<file path="config.mk">
export PLATFORM = sky130hd
export DESIGN_NAME = vga_line_fetch
export DESIGN_NICKNAME = d
export VERILOG_FILES = /design/src/rtl/vga_line_fetch.sv
export SDC_FILE = /design/constraint.sdc
export NUM_CORES = 1
export LEC_CHECK = 0
export ABC_AREA = 1
export ABC_CLOCK_PERIOD_IN_PS = 6200
export BUFFER_PORTS_ARGS = -buffer_cell sky130_fd_sc_hd__buf_2
export CORE_AREA = 2 2 108 136
export DETAILED_ROUTE_END_ITERATION = 16
export DIE_AREA = 0 0 110 138
export HOLD_SLACK_MARGIN = 0.12
export PLACE_DENSITY = 0.77
export SLEW_MARGIN = 10
export SYNTH_ARGS = -nofsm -noshare
export SYNTH_HDL_FRONTEND = slang
export SYNTH_SLANG_ARGS = --single-unit
</file>
<file path="constraint.sdc">
create_clock -name vga_clk -period 6.2 [get_ports vga_clk]
set_input_delay 0.31 -clock vga_clk [delete_from_list [all_inputs] [get_ports vga_clk]]
set_output_delay 0.31 -clock vga_clk [all_outputs]
set_load 0.02 [all_outputs]
</file>
<file path="src/rtl/vga_line_fetch.sv">
// rtl/vga_line_fetch.sv - fetches one RGB565 display line per request into ping-pong line buffers
module vga_line_fetch #(
  parameter int BURST_LEN  = 256,
  parameter int ADDR_W     = 24,
  parameter int LINE_SHIFT = 10
) (
  input  logic              vga_clk,
  input  logic              rst_n_w,
  input  logic              vga_mode,
  input  logic [ADDR_W-1:0] fb_base,
  input  logic              read_buff_req,
  input  logic              read_buff_A_B,
  input  logic [9:0]        read_buff_addr,
  output logic              mem_req,
  output logic [ADDR_W-1:0] mem_addr,
  output logic [10:0]       mem_len,
  input  logic              mem_ack,
  input  logic              mem_rvalid,
  input  logic [15:0]       mem_rdata,
  output logic              buff_wr_en_A,
  output logic              buff_wr_en_B,
  output logic [9:0]        buff_wr_addr,
  output logic [15:0]       buff_wr_data,
  output logic              busy,
  output logic              line_done,
  output logic              overrun,
  input  logic              overrun_clr
);

  localparam logic [1:0]  S_IDLE = 2'd0;
  localparam logic [1:0]  S_REQ  = 2'd1;
  localparam logic [1:0]  S_DATA = 2'd2;
  localparam logic [1:0]  S_DONE = 2'd3;
  localparam logic [10:0] BURST  = 11'(BURST_LEN);

  logic [1:0]        state_q, state_d;
  logic              req_q;
  logic [9:0]        line_q, line_d;
  logic              sel_q, sel_d;
  logic [ADDR_W-1:0] base_q, base_d;
  logic [10:0]       len_q, len_d;
  logic [10:0]       pix_cnt_q, pix_cnt_d;
  logic [10:0]       beat_cnt_q, beat_cnt_d;
  logic [10:0]       discard_q, discard_d;
  logic              overrun_q, overrun_d;
  logic              wr_en_a_q, wr_en_a_d;
  logic              wr_en_b_q, wr_en_b_d;
  logic [9:0]        wr_addr_q, wr_addr_d;
  logic [15:0]       wr_data_q, wr_data_d;

  logic              req_rise;
  logic              active;
  logic              absorb;
  logic              beat;
  logic [10:0]       remain;
  logic [10:0]       cur_len;
  logic [ADDR_W-1:0] cur_addr;
  logic [10:0]       outstanding;

  assign req_rise = read_buff_req & ~req_q;
  assign active   = (state_q == S_REQ) || (state_q == S_DATA);
  assign remain   = len_q - pix_cnt_q;
  assign cur_len  = (remain > BURST) ? BURST : remain;
  assign cur_addr = base_q + (ADDR_W'(line_q) << LINE_SHIFT) + ADDR_W'(pix_cnt_q);

  // Stale beats of an abandoned burst are swallowed before any new data counts.
  assign absorb = mem_rvalid && (discard_q != 11'd0);
  assign beat   = mem_rvalid && (discard_q == 11'd0) && (state_q == S_DATA);

  always_comb begin
    state_d     = state_q;
    line_d      = line_q;
    sel_d       = sel_q;
    base_d      = base_q;
    len_d       = len_q;
    pix_cnt_d   = pix_cnt_q;
    beat_cnt_d  = beat_cnt_q;
    discard_d   = discard_q - 11'(absorb);
    overrun_d   = overrun_q & ~overrun_clr;
    wr_en_a_d   = 1'b0;
    wr_en_b_d   = 1'b0;
    wr_addr_d   = wr_addr_q;
    wr_data_d   = wr_data_q;
    outstanding = 11'd0;

    case (state_q)
      S_REQ: begin
        if (mem_ack) begin
          beat_cnt_d = cur_len;
          state_d    = S_DATA;
        end
      end
      S_DATA: begin
        if (beat) begin
          wr_en_a_d  = ~sel_q;
          wr_en_b_d  = sel_q;
          wr_addr_d  = pix_cnt_q[9:0];
          wr_data_d  = mem_rdata;
          pix_cnt_d  = pix_cnt_q + 11'd1;
          beat_cnt_d = beat_cnt_q - 11'd1;
          if (beat_cnt_q == 11'd1) begin
            state_d = ((pix_cnt_q + 11'd1) < len_q) ? S_REQ : S_DONE;
          end
        end
      end
      S_DONE:  state_d = S_IDLE;
      default: state_d = state_q;
    endcase

    if (req_rise) begin
      line_d     = read_buff_addr;
      sel_d      = read_buff_A_B;
      base_d     = fb_base;
      len_d      = vga_mode ? 11'd1024 : 11'd640;
      pix_cnt_d  = 11'd0;
      beat_cnt_d = 11'd0;
      wr_en_a_d  = 1'b0;
      wr_en_b_d  = 1'b0;
      state_d    = S_REQ;
      if (active) begin
        // A beat arriving in this very cycle belongs to the abandoned line.
        if (state_q == S_DATA) outstanding = beat_cnt_q - 11'(beat);
        else if (mem_ack)      outstanding = cur_len;
        discard_d = discard_q - 11'(absorb) + outstanding;
        overrun_d = 1'b1;
      end
    end
  end

  always_ff @(posedge vga_clk or negedge rst_n_w) begin
    if (!rst_n_w) begin
      state_q    <= S_IDLE;
      req_q      <= 1'b0;
      line_q     <= '0;
      sel_q      <= 1'b0;
      base_q     <= '0;
      len_q      <= '0;
      pix_cnt_q  <= '0;
      beat_cnt_q <= '0;
      discard_q  <= '0;
      overrun_q  <= 1'b0;
      wr_en_a_q  <= 1'b0;
      wr_en_b_q  <= 1'b0;
      wr_addr_q  <= '0;
      wr_data_q  <= '0;
    end else begin
      state_q    <= state_d;
      req_q      <= read_buff_req;
      line_q     <= line_d;
      sel_q      <= sel_d;
      base_q     <= base_d;
      len_q      <= len_d;
      pix_cnt_q  <= pix_cnt_d;
      beat_cnt_q <= beat_cnt_d;
      discard_q  <= discard_d;
      overrun_q  <= overrun_d;
      wr_en_a_q  <= wr_en_a_d;
      wr_en_b_q  <= wr_en_b_d;
      wr_addr_q  <= wr_addr_d;
      wr_data_q  <= wr_data_d;
    end
  end

  assign mem_req      = (state_q == S_REQ);
  assign mem_addr     = mem_req ? cur_addr : '0;
  assign mem_len      = mem_req ? cur_len : 11'd0;
  assign buff_wr_en_A = wr_en_a_q;
  assign buff_wr_en_B = wr_en_b_q;
  assign buff_wr_addr = wr_addr_q;
  assign buff_wr_data = wr_data_q;
  assign busy         = active;
  assign line_done    = (state_q == S_DONE);
  assign overrun      = overrun_q;

endmodule
</file>
* After elaboration in Yosys (flattened, before gate mapping)
Cells that the tools add are included.
** Operators by class
- $add $sub $neg :: 8
- Order comparisons :: 2
- Eq/ne operators :: 7
- Mux-type cells :: 31
- Bitwise logic cells :: 5
- Reductions and logical operators :: 14
** Operators by type and width (number)
- two-way mux 11 bit :: 15
- adder 24 x 11 -> 24 bit :: 1
- adder 24 x 20 -> 24 bit :: 1
- two-way mux 24 bit :: 1
- one-hot mux 11 bit (2 select lines) :: 1
- subtractor 11 x 1 -> 11 bit :: 2
- adder 11 x 1 -> 11 bit, second input constant :: 1
- adder 11 bit :: 1
- == test 11 x 1 -> 1 bit, second input constant :: 1
- greater-than comparator 11 x 9 -> 1 bit, second input constant :: 1
- logical NOT 11 bit :: 1
- less-than comparator 11 bit :: 1
- nonzero test 11 bit :: 1
- subtractor 11 x 1 -> 11 bit, second input constant :: 1
- subtractor 11 bit :: 1
- two-way mux 2 bit :: 5
- two-way mux 1 bit :: 8
- one-hot mux 2 bit (3 select lines) :: 1
- == test 2 bit, second input constant :: 2
- AND reduction 2 bit :: 2
- AND reduction 4 bit :: 1
- nonzero test 2 bit :: 2
- nonzero test 4 bit :: 1
- logical AND 1 bit :: 3
- other kinds (9) :: 12
** Storage, ports and cells
- Word-level logic and storage cells :: 81
- Flip-flop bits (word level) :: 111
- Input port bits :: 58

* Longest topological paths before layout
Gate-level depths: netlist of the first run.
- Depth after elaboration :: 10
- Depth in mapped cells :: 23
- Gate-level depth less buffers :: 22

* Worst setup path after synthesis of the first run
No wires, ideal clock.
- Kind :: flip-flop to flip-flop
- From :: reg discard_q[5]
- To :: reg discard_q[9]
- Arrival time :: 3.115 ns
- Clock period less this slack :: 3.192 ns
- Stages on the path, launching flop included :: 22
- Slack :: 3.008 ns
- Cells stage by stage :: dfrtp_1 > nor2_1 > nand2_1 > nor2_2 > nand4_2 > inv_1 > buf_2 > ha_1 > ha_1 > inv_1 > nor2_1 > a21oi_1 > o21ai_0 > nor2_1 > ha_1 > inv_1 > nor3_1 > nand3_1 > nand4_1 > xor2_1 > nor2_1 > a21oi_1
** Between the ends
- Cells in the longest elaborated chain, start to end :: 10
** RTL lines
- start: declaration :: RTL line 44 : logic [10:0] discard_q, discard_d;
- start signal: assignment :: RTL line 155 : discard_q <= discard_d;
- logical NOT 11 bit :: RTL line 68 : assign beat = mem_rvalid && (discard_q == 11'd0) && (state_q == S_DATA);
- logical AND 1 bit (2 in series) :: RTL line 68
- subtractor 11 x 1 -> 11 bit :: RTL line 122 : if (state_q == S_DATA) outstanding = beat_cnt_q - 11'(beat);
- two-way mux 11 bit :: RTL line 122
- two-way mux 11 bit :: RTL line 120 : if (active) begin
- two-way mux 11 bit :: RTL line 110 : if (req_rise) begin
- adder 11 bit :: RTL line 124 : discard_d = discard_q - 11'(absorb) + outstanding;
- two-way mux 11 bit :: RTL line 120
- two-way mux 11 bit (*) :: RTL line 110
- net discard_d[9] :: RTL line 44
The timed path passes the listed nets; every way through them passes the cells marked *. The select of a mux whose other input is x is not followed.
A chain may end at the register's enable or synchronous reset.

* Final worst setup path of the first run
- From :: reg state_q[0]
- To :: reg discard_q[9]
** Between the ends
- Cells in the longest elaborated chain, start to end :: 9
** RTL lines
- start: declaration :: RTL line 36 : logic [1:0] state_q, state_d;
- start signal: assignment :: RTL line 147 : state_q <= state_d;
- == test 2 bit :: RTL line 61, 68, 122
- logical AND 1 bit :: RTL line 68
- subtractor 11 x 1 -> 11 bit :: RTL line 122
- two-way mux 11 bit :: RTL line 122
- two-way mux 11 bit :: RTL line 120
- two-way mux 11 bit :: RTL line 110
- adder 11 bit :: RTL line 124
- two-way mux 11 bit (*) :: RTL line 120
- two-way mux 11 bit (*) :: RTL line 110
- net discard_d[9] :: RTL line 44
Marks and branches as above.

==> run summary, run 1 <==
Die Span Y -> 138 um
Initial DRC Count -> 448
Num CTS Buffers -> 9
Post-synth EDFFs -> 0
via count of the routed design -> 7,139
initial antenna violation count -> 0
post-CTS setup buffer count -> 0
Worst setup SP type -> flip-flop
largest family of logic cells by synthesized area -> simple AND/OR/NAND/NOR gates
Post-Syn Area per Cell -> 7.08 um^2
Layout area overhead -> 14.3%
type of the worst min-delay path -> input port to flip-flop
CTS Buffer Depth -> 2
Compound-Gate Fraction of Synth Area -> 0.119
number of global-route vias before repair -> 6,701
largest net degree at the start of global routing -> 67
H-tree depth -> 3
Area after DPL -> 8240 um^2
Worst EP required -> 6480 ps
Area contributors post-synth -> dfrtp_1 34%, nand2_1 18%, ha_1 11%, nor2_1 5.3%, o21ai_0 4.9%
critical path class -> flip-flop to flip-flop
# DRC -> 0
Mapped Area -> 7510 um^2
RSZ-0062 raised after global routing -> no
CP max FO -> 43
top-count cell post-synth -> nand2_1
worst-path cell chain -> inv_1 -> ha_1 -> buf_4 -> nand4_2 -> buf_4 -> inv_1 -> ha_1 -> ha_1 -> inv_1 -> nor2_1 -> a21oi_1 -> o21ai_0 -> nor2_1 -> ha_1 -> inv_1 -> nor3_1 -> nand3_1 -> nand4_1 -> xor2_1 -> nor2_1 -> a21oi_1
gp weighted congestion -> 0.955
crit path DAT -> 4630 ps
CTS tree -> built
Final Max Slew Viols -> 0
global-route wire length before repair -> 31,700 um
detailed-router iteration count before antenna repair -> 5
antenna cells -> 0
mux cell area share after synthesis -> 0
Final period util -> 0.701
final wirelength -> 19,000 um
Die ar. -> 15,200 um^2
overall routing resource usage -> 0.262
slew at the pin closest to its max-slew limit -> 891 ps
Rows -> 49
worst vdd ir -> 0.263 mV
fillers -> 1,352
Die X-Extent -> 110 um
final worst slack -> 1850 ps
post-DR vias/cell -> 5.26
Top FF cell, synth -> dfrtp_1
I/O pins -> 125
pre-CTS setup slack -> 1900 ps
Max stage delay on crit path -> 630 ps
sequential area share after synthesis -> 0.340
grt ovf -> 0
outcome -> complete, no violations
Pwr Density -> 358 nW/um^2
most frequent cells after synthesis -> 359 x nand2_1, 106 x nor2_1, 102 x dfrtp_1
Clock transition at path regs -> 70 ps
core area -> 14,000 um^2
placed wire-length estimate -> 14,700 um
proportion of netlist area held by the largest area contributor -> 0.340
Post-Route Setup TNS -> 0 ps
share of cells above drive strength 1 -> 0.153
wire per inst -> 14.0 um
#FFs+latches synth -> 102
worst clock skew -> 9.22 ps
highest clock rate -> 230 MHz
fin nets -> 1,301
ys async rst share -> 1.00
Post-Synth XOR/XNOR Area -> 0.0326
yosys warns -> 0
clk_lat worst skew -> 360 ps
Leakage Power -> 4.82 nW
Root Buffer -> clkbuf_16
crit path capture type -> flip-flop
Post-Synthesis Cells -> 1,062
Synth cell types -> 44
Finish-stage setup viols -> 0
slowest cell on the critical path -> inv_1
Antenna Nets Post-Route -> 0
Synth Area in Adders -> 0.116
CTS Sinks -> 102
Slew headroom -> 0.405
I/O Buffers -> 122
Tmin final -> 4350 ps
fin area -> 8590 um^2
total power -> 3.08 mW
Maximum Capacitance Violations -> 0
final hold violation count -> 0
Simple-Gate Fraction of Synth Area -> 0.323
Yosys top cell by area -> dfrtp_1
Initial Util -> 0.535
-- kinds of logic (layout without fill, tap and decap cells) --
logic type / count (synthesis) / count (layout)
simple gates: 568 / 568
compound gates: 166 / 166
buf+inv: 129 / 246
flops: 102 / 102
fa+ha+maj: 68 / 68
xor+xnor: 28 / 28
other cells: 1 / 2
-- worst paths after layout --
kind                                             start                     endpoint  slack (ps)  cells after the start
worst max-delay path            state_q[0]$_DFFE_PN0P_       discard_q[9]$_DFF_PN0_        1850                     21
worst min register to register       sel_q$_DFFE_PN0P_       buff_wr_en_A$_DFF_PN0_         430                      1
worst min-delay path                      mem_rdata[8]  buff_wr_data[8]$_DFFE_PN0P_         140                      3
max in group asynchronous                      rst_n_w  buff_wr_data[4]$_DFFE_PN0P_        4510                      3
worst max register to register  state_q[0]$_DFFE_PN0P_       discard_q[9]$_DFF_PN0_        1850                     21
min in group asynchronous                      rst_n_w            overrun$_DFF_PN0_         450                      2
-- registers in the layout, summed over array words and instances, names as in the netlist, 2 cells and up --
register	flops
buff_wr_data	16
state_q	2
len_q	2
discard_q	11
line_q	10
base_q	24
beat_cnt_q	11
buff_wr_addr	10
pix_cnt_q	11
-- through the flow --
stage | utilization | hold WS [ps] | instances
2_1_floorplan | - | 14.4 | 1063
3_3_place_gp | 0.587 | 304 | 1339
3_5_place_dp | 0.587 | 306 | 1339
4_1_cts | 0.612 | 133 | 1358
5_1_grt | 0.612 | 144 | 1358
6_report | 0.612 | 140 | 1358
-- final cells by class --
type,count,area (um^2),share of cell area
clock inverters,7,88.8,0.0103
clock buffers,9,225,0.0262
flip-flops and latches,102,2550,0.297
inverters,101,379,0.0441
repair buffers,129,673,0.0784
multi-input cells,832,4450,0.518
well taps,178,223,0.0259
-- timing repair --
action / CTS / global route
endpoints found under the hold margin: 38 / 0
hold buffers: 3 / 0
resized for setup: 0 / 0
-- layout by cell type (no fill, tap or decap), types with 2 or more instances in the layout --
cell	n
nor2_4	2
clkbuf_16	9
o21bai_1	2
a31oi_1	2
ha_1	65
a31o_2	2
a21oi_1	66
nand4_1	17
nand3b_1	3
nand2_2	6
nand2b_1	2
inv_2	6
dfrtp_1	102
nand3_1	34
o22ai_1	6
o31ai_1	3
nor4_1	3
fa_1	3
o21a_1	3
xnor2_1	8
clkinv_1	2
dlygate4sd3_1	3
a21o_1	4
conb_1	2
o21ai_0	74
nand3_2	11
inv_6	3
buf_2	121
nor2_2	4
nor3_1	11
or2_1	2
inv_1	93
nand2_1	359
nor2_1	106
nand2_4	4
buf_4	5
xor2_1	20
o21ai_1	2
-- critical path: cells and delay by family (launching register included) --
kind            cells  cell delay, ps
fa+ha+maj           4             980
xor+xnor            1             150
compound gates      3             370
simple gates        7             940
flops               1             410
buf+inv             6            1420
-- layer usage --
metal | up-vias | track usage | share of wire
met5 | - | 0 | 0
li1 | 3657 | - | -
met3 | 22 | 0.0292 | 0.037
met4 | 0 | 0.0646 | 0.016
met1 | 3305 | 0.338 | 0.43
met2 | 155 | 0.462 | 0.51
-- where the power goes --
group / total, mW / internal (mW) / leakage [nW] / switching [mW]
clock: 0.607 / 0.323 / 0.155 / 0.284
sequential: 0.881 / 0.785 / 1.33 / 0.0961
combinational: 1.59 / 0.542 / 3.34 / 1.05
total: 3.08 / 1.65 / 4.82 / 1.43
Power figures use the tool's default switching activity.
==> inputs of run 2 (changes only) <==
- ABC_AREA: 1 -> 0
- ABC_CLOCK_PERIOD_IN_PS: 6200 -> 3500
- CORE_AREA: 2 2 108 136 -> 2 2 107 135
- DIE_AREA: 0 0 110 138 -> 0 0 109 137
- clock period: 6.2 -> 3.5 ns (I/O delays scaled with it)
==> run 2 against run 1 <==
The run now ends with negative setup slack left. Final cell count down 5.7%. Hold slack improved by 95 ps. Maximum frequency is 12% higher. Sequential power grew 71%. Sequential cell count did not move. Combinational power increased by 48%. Global-route usage rose by 1.1 points. Largest cell class unchanged. Largest power group unchanged.
==> run summary, run 2 <==
outcome -> complete, but fails checks
failing checks -> negative setup slack
fillers -> 1,033
Layout area overhead -> 36.9%
most frequent cells after synthesis -> 226 x nand2_1, 102 x dfrtp_1, 69 x nor2_1
Post-synth EDFFs -> 0
CTS Sinks -> 102
RSZ-0062 raised after global routing -> yes
proportion of netlist area held by the largest area contributor -> 0.364
Maximum Capacitance Violations -> 0
Mapped Area -> 7000 um^2
Post-Synth XOR/XNOR Area -> 0.0738
share of power burned in registers -> 0.309
Final period util -> 1.11
Hold Path Cell Cnt -> 3
worst vdd ir -> 0.267 mV
commonest cells after routing, fill and taps aside -> 226 x nand2_1, 119 x buf_2, 101 x dfrtp_1
Worst Reg-to-Reg Cells -> 16
Final Max Slew Viols -> 0
Worst setup SP type -> flip-flop
Top reg by flops -> base_q
Yosys top cell by area -> dfrtp_1
# DRC -> 0
Root Buffer -> clkbuf_16
Area after DPL -> 8280 um^2
Die ar. -> 14,900 um^2
#FFs+latches synth -> 102
final worst slack -> -398 ps
Initial Util -> 0.514
worst clock skew -> 10.1 ps
internal power -> 2.80 mW
crit path capture type -> flip-flop
Sw Share -> 0.425
top-count cell post-synth -> nand2_1
highest clock rate -> 257 MHz
H-tree depth -> 3
area of the multi-input gates -> 4560 um^2
clk_lat worst skew -> 350 ps
total power -> 4.88 mW
fin area -> 9590 um^2
detailed-router iteration count before antenna repair -> 6
Compound-Gate Fraction of Synth Area -> 0.135
global-route wire length before repair -> 32,200 um
I/O pins -> 125
core area -> 13,600 um^2
ys async rst share -> 1.00
slew at the pin closest to its max-slew limit -> 984 ps
Comb pwr share -> 0.481
largest net degree at the start of global routing -> 54
Final Non-Filler Cells -> 1,280
Num CTS Buffers -> 9
I/O Buffers -> 122
CP max FO -> 6
Slew headroom -> 0.342
Clock transition at path regs -> 80 ps
crit path DAT -> 4130 ps
initial antenna violation count -> 0
grt ovf -> 0
antenna cells -> 0
fin nets -> 1,226
gp weighted congestion -> 0.949
final hold violation count -> 0
number of global-route vias before repair -> 7,100
CTS tree -> built
worst-path cell chain -> or4_4 -> o41ai_4 -> nor3_2 -> a31o_2 -> o21a_4 -> nand2_8 -> o31ai_4 -> ha_2 -> fa_2 -> a211oi_2 -> o21ai_2 -> a2111o_1 -> a31oi_1 -> xnor2_1 -> nor2_1 -> xnor2_1
Synth cell types -> 60
Top FF cell, synth -> dfrtp_1
pre-CTS setup slack -> -425 ps
share of cells above drive strength 1 -> 0.256
max FFs per register -> 24
Synth Area in Adders -> 0.125
placed wire-length estimate -> 13,600 um
slowest cell on the critical path -> or4_4
critical path class -> flip-flop to flip-flop
Finish-stage setup viols -> 7
overall routing resource usage -> 0.273
Max stage delay on crit path -> 580 ps
Post-Syn Area per Cell -> 8.13 um^2
Most common cell on crit path -> xnor2_1
final wirelength -> 20,700 um
post-DR vias/cell -> 5.56
Leakage Power -> 4.85 nW
Post-Synthesis Cells -> 861
flop-to-flop setup slack -> -400 ps
type of the worst min-delay path -> input port to flip-flop
Post-Route Setup TNS -> -1450 ps
Tmin final -> 3900 ps
commonest non-fill, non-tap cell in the layout -> nand2_1
Die Span Y -> 137 um
yosys warns -> 0
Die X-Extent -> 109 um
register area -> 2550 um^2
wire per inst -> 16.2 um
Area contributors post-synth -> dfrtp_1 36%, nand2_1 12%, ha_1 12%, xnor2_1 3.8%, nor2_1 3.7%
mux cell area share after synthesis -> 0.00572
Simple-Gate Fraction of Synth Area -> 0.256
Antenna Nets Post-Route -> 0
via count of the routed design -> 7,113
Cells after DPL -> 1,192
Initial DRC Count -> 387
Clock Power Share -> 0.210
Pwr Density -> 508 nW/um^2
Worst EP required -> 3740 ps
Rows -> 48
sequential area share after synthesis -> 0.364
CTS Buffer Depth -> 2
largest family of logic cells by synthesized area -> simple AND/OR/NAND/NOR gates
NetSw -> 2.07 mW
[run 2: per-layer routing]
metal / wire [um] / share of wire / GRT usage / up-vias
met5: 0 / 0 / 0 / -
met4: 574 / 0.028 / 0.119 / 0
met3: 897 / 0.043 / 0.0376 / 55
met2: 11300 / 0.55 / 0.504 / 236
met1: 7890 / 0.38 / 0.310 / 3408
li1: - / - / - / 3414
[run 2: final timing paths]
check	from	endpoint
worst max-delay path	pix_cnt_q[2]$_DFFE_PN0P_	discard_q[10]$_DFF_PN0_
worst min-delay path	mem_ack	state_q[1]$_DFFE_PN0P_
worst max register to register	pix_cnt_q[2]$_DFFE_PN0P_	discard_q[10]$_DFF_PN0_
worst min register to register	sel_q$_DFFE_PN0P_	buff_wr_en_A$_DFF_PN0_
max in group asynchronous	rst_n_w	base_q[22]$_DFFE_PN0P_
min in group asynchronous	rst_n_w	base_q[6]$_DFFE_PN0P_
[run 2: cell families after synthesis]
| kind of cell | after synthesis |
|---|---|
| xor gates and xnor gates | 59 |
| AOI/OAI and AO/OA | 148 |
| other | 1 |
| and+or+nand+nor | 408 |
| buffers and inverters | 71 |
| adders and majority gates | 68 |
| muxes | 4 |
| DFF | 102 |
[run 2: final cells by class]
class	instances	area share
multi-input cells	689	0.475
repair buffers	265	0.191
flip-flops and latches	102	0.266
inverters	33	0.0129
clock buffers	9	0.0235
well taps	175	0.0228
clock inverters	7	0.00835
[run 2: power by group through the flow]
stage	Combinational, mW	Clock (mW)	Sequential [mW]
after floorplan	1.43	0	1.48
after global placement	2.06	0	1.50
after detailed placement	2.12	0	1.51
after CTS	2.21	1.04	1.49
after global routing	2.57	1.09	1.52
final	2.35	1.02	1.51
[run 2: critical path: cells and delay by family, from the launching register on]
kind,cells,cell delay (ps)
XOR/XNOR,2,280
adder cells (fa/ha/maj),2,540
AO/OA/AOI/OAI,8,1730
flip-flops,1,380
AND/OR/NAND/NOR,4,830
[run 2: timing repair]
item                                    CTS  global route
resized for setup                        17            44
pin swaps                                10            33
hold buffers                             55             0
buffers inserted                          4            13
gates cloned                              0             0
endpoints found under the hold margin   105             0
endpoints found under the setup margin   12            15
[run 2: stage by stage]
stage / util / hold slack (ps)
after detailed placement: 0.607 / 246
after floorplan: - / -121
after global placement: 0.607 / 242
after global routing: 0.703 / 233
after CTS: 0.679 / 197
final: 0.703 / 235
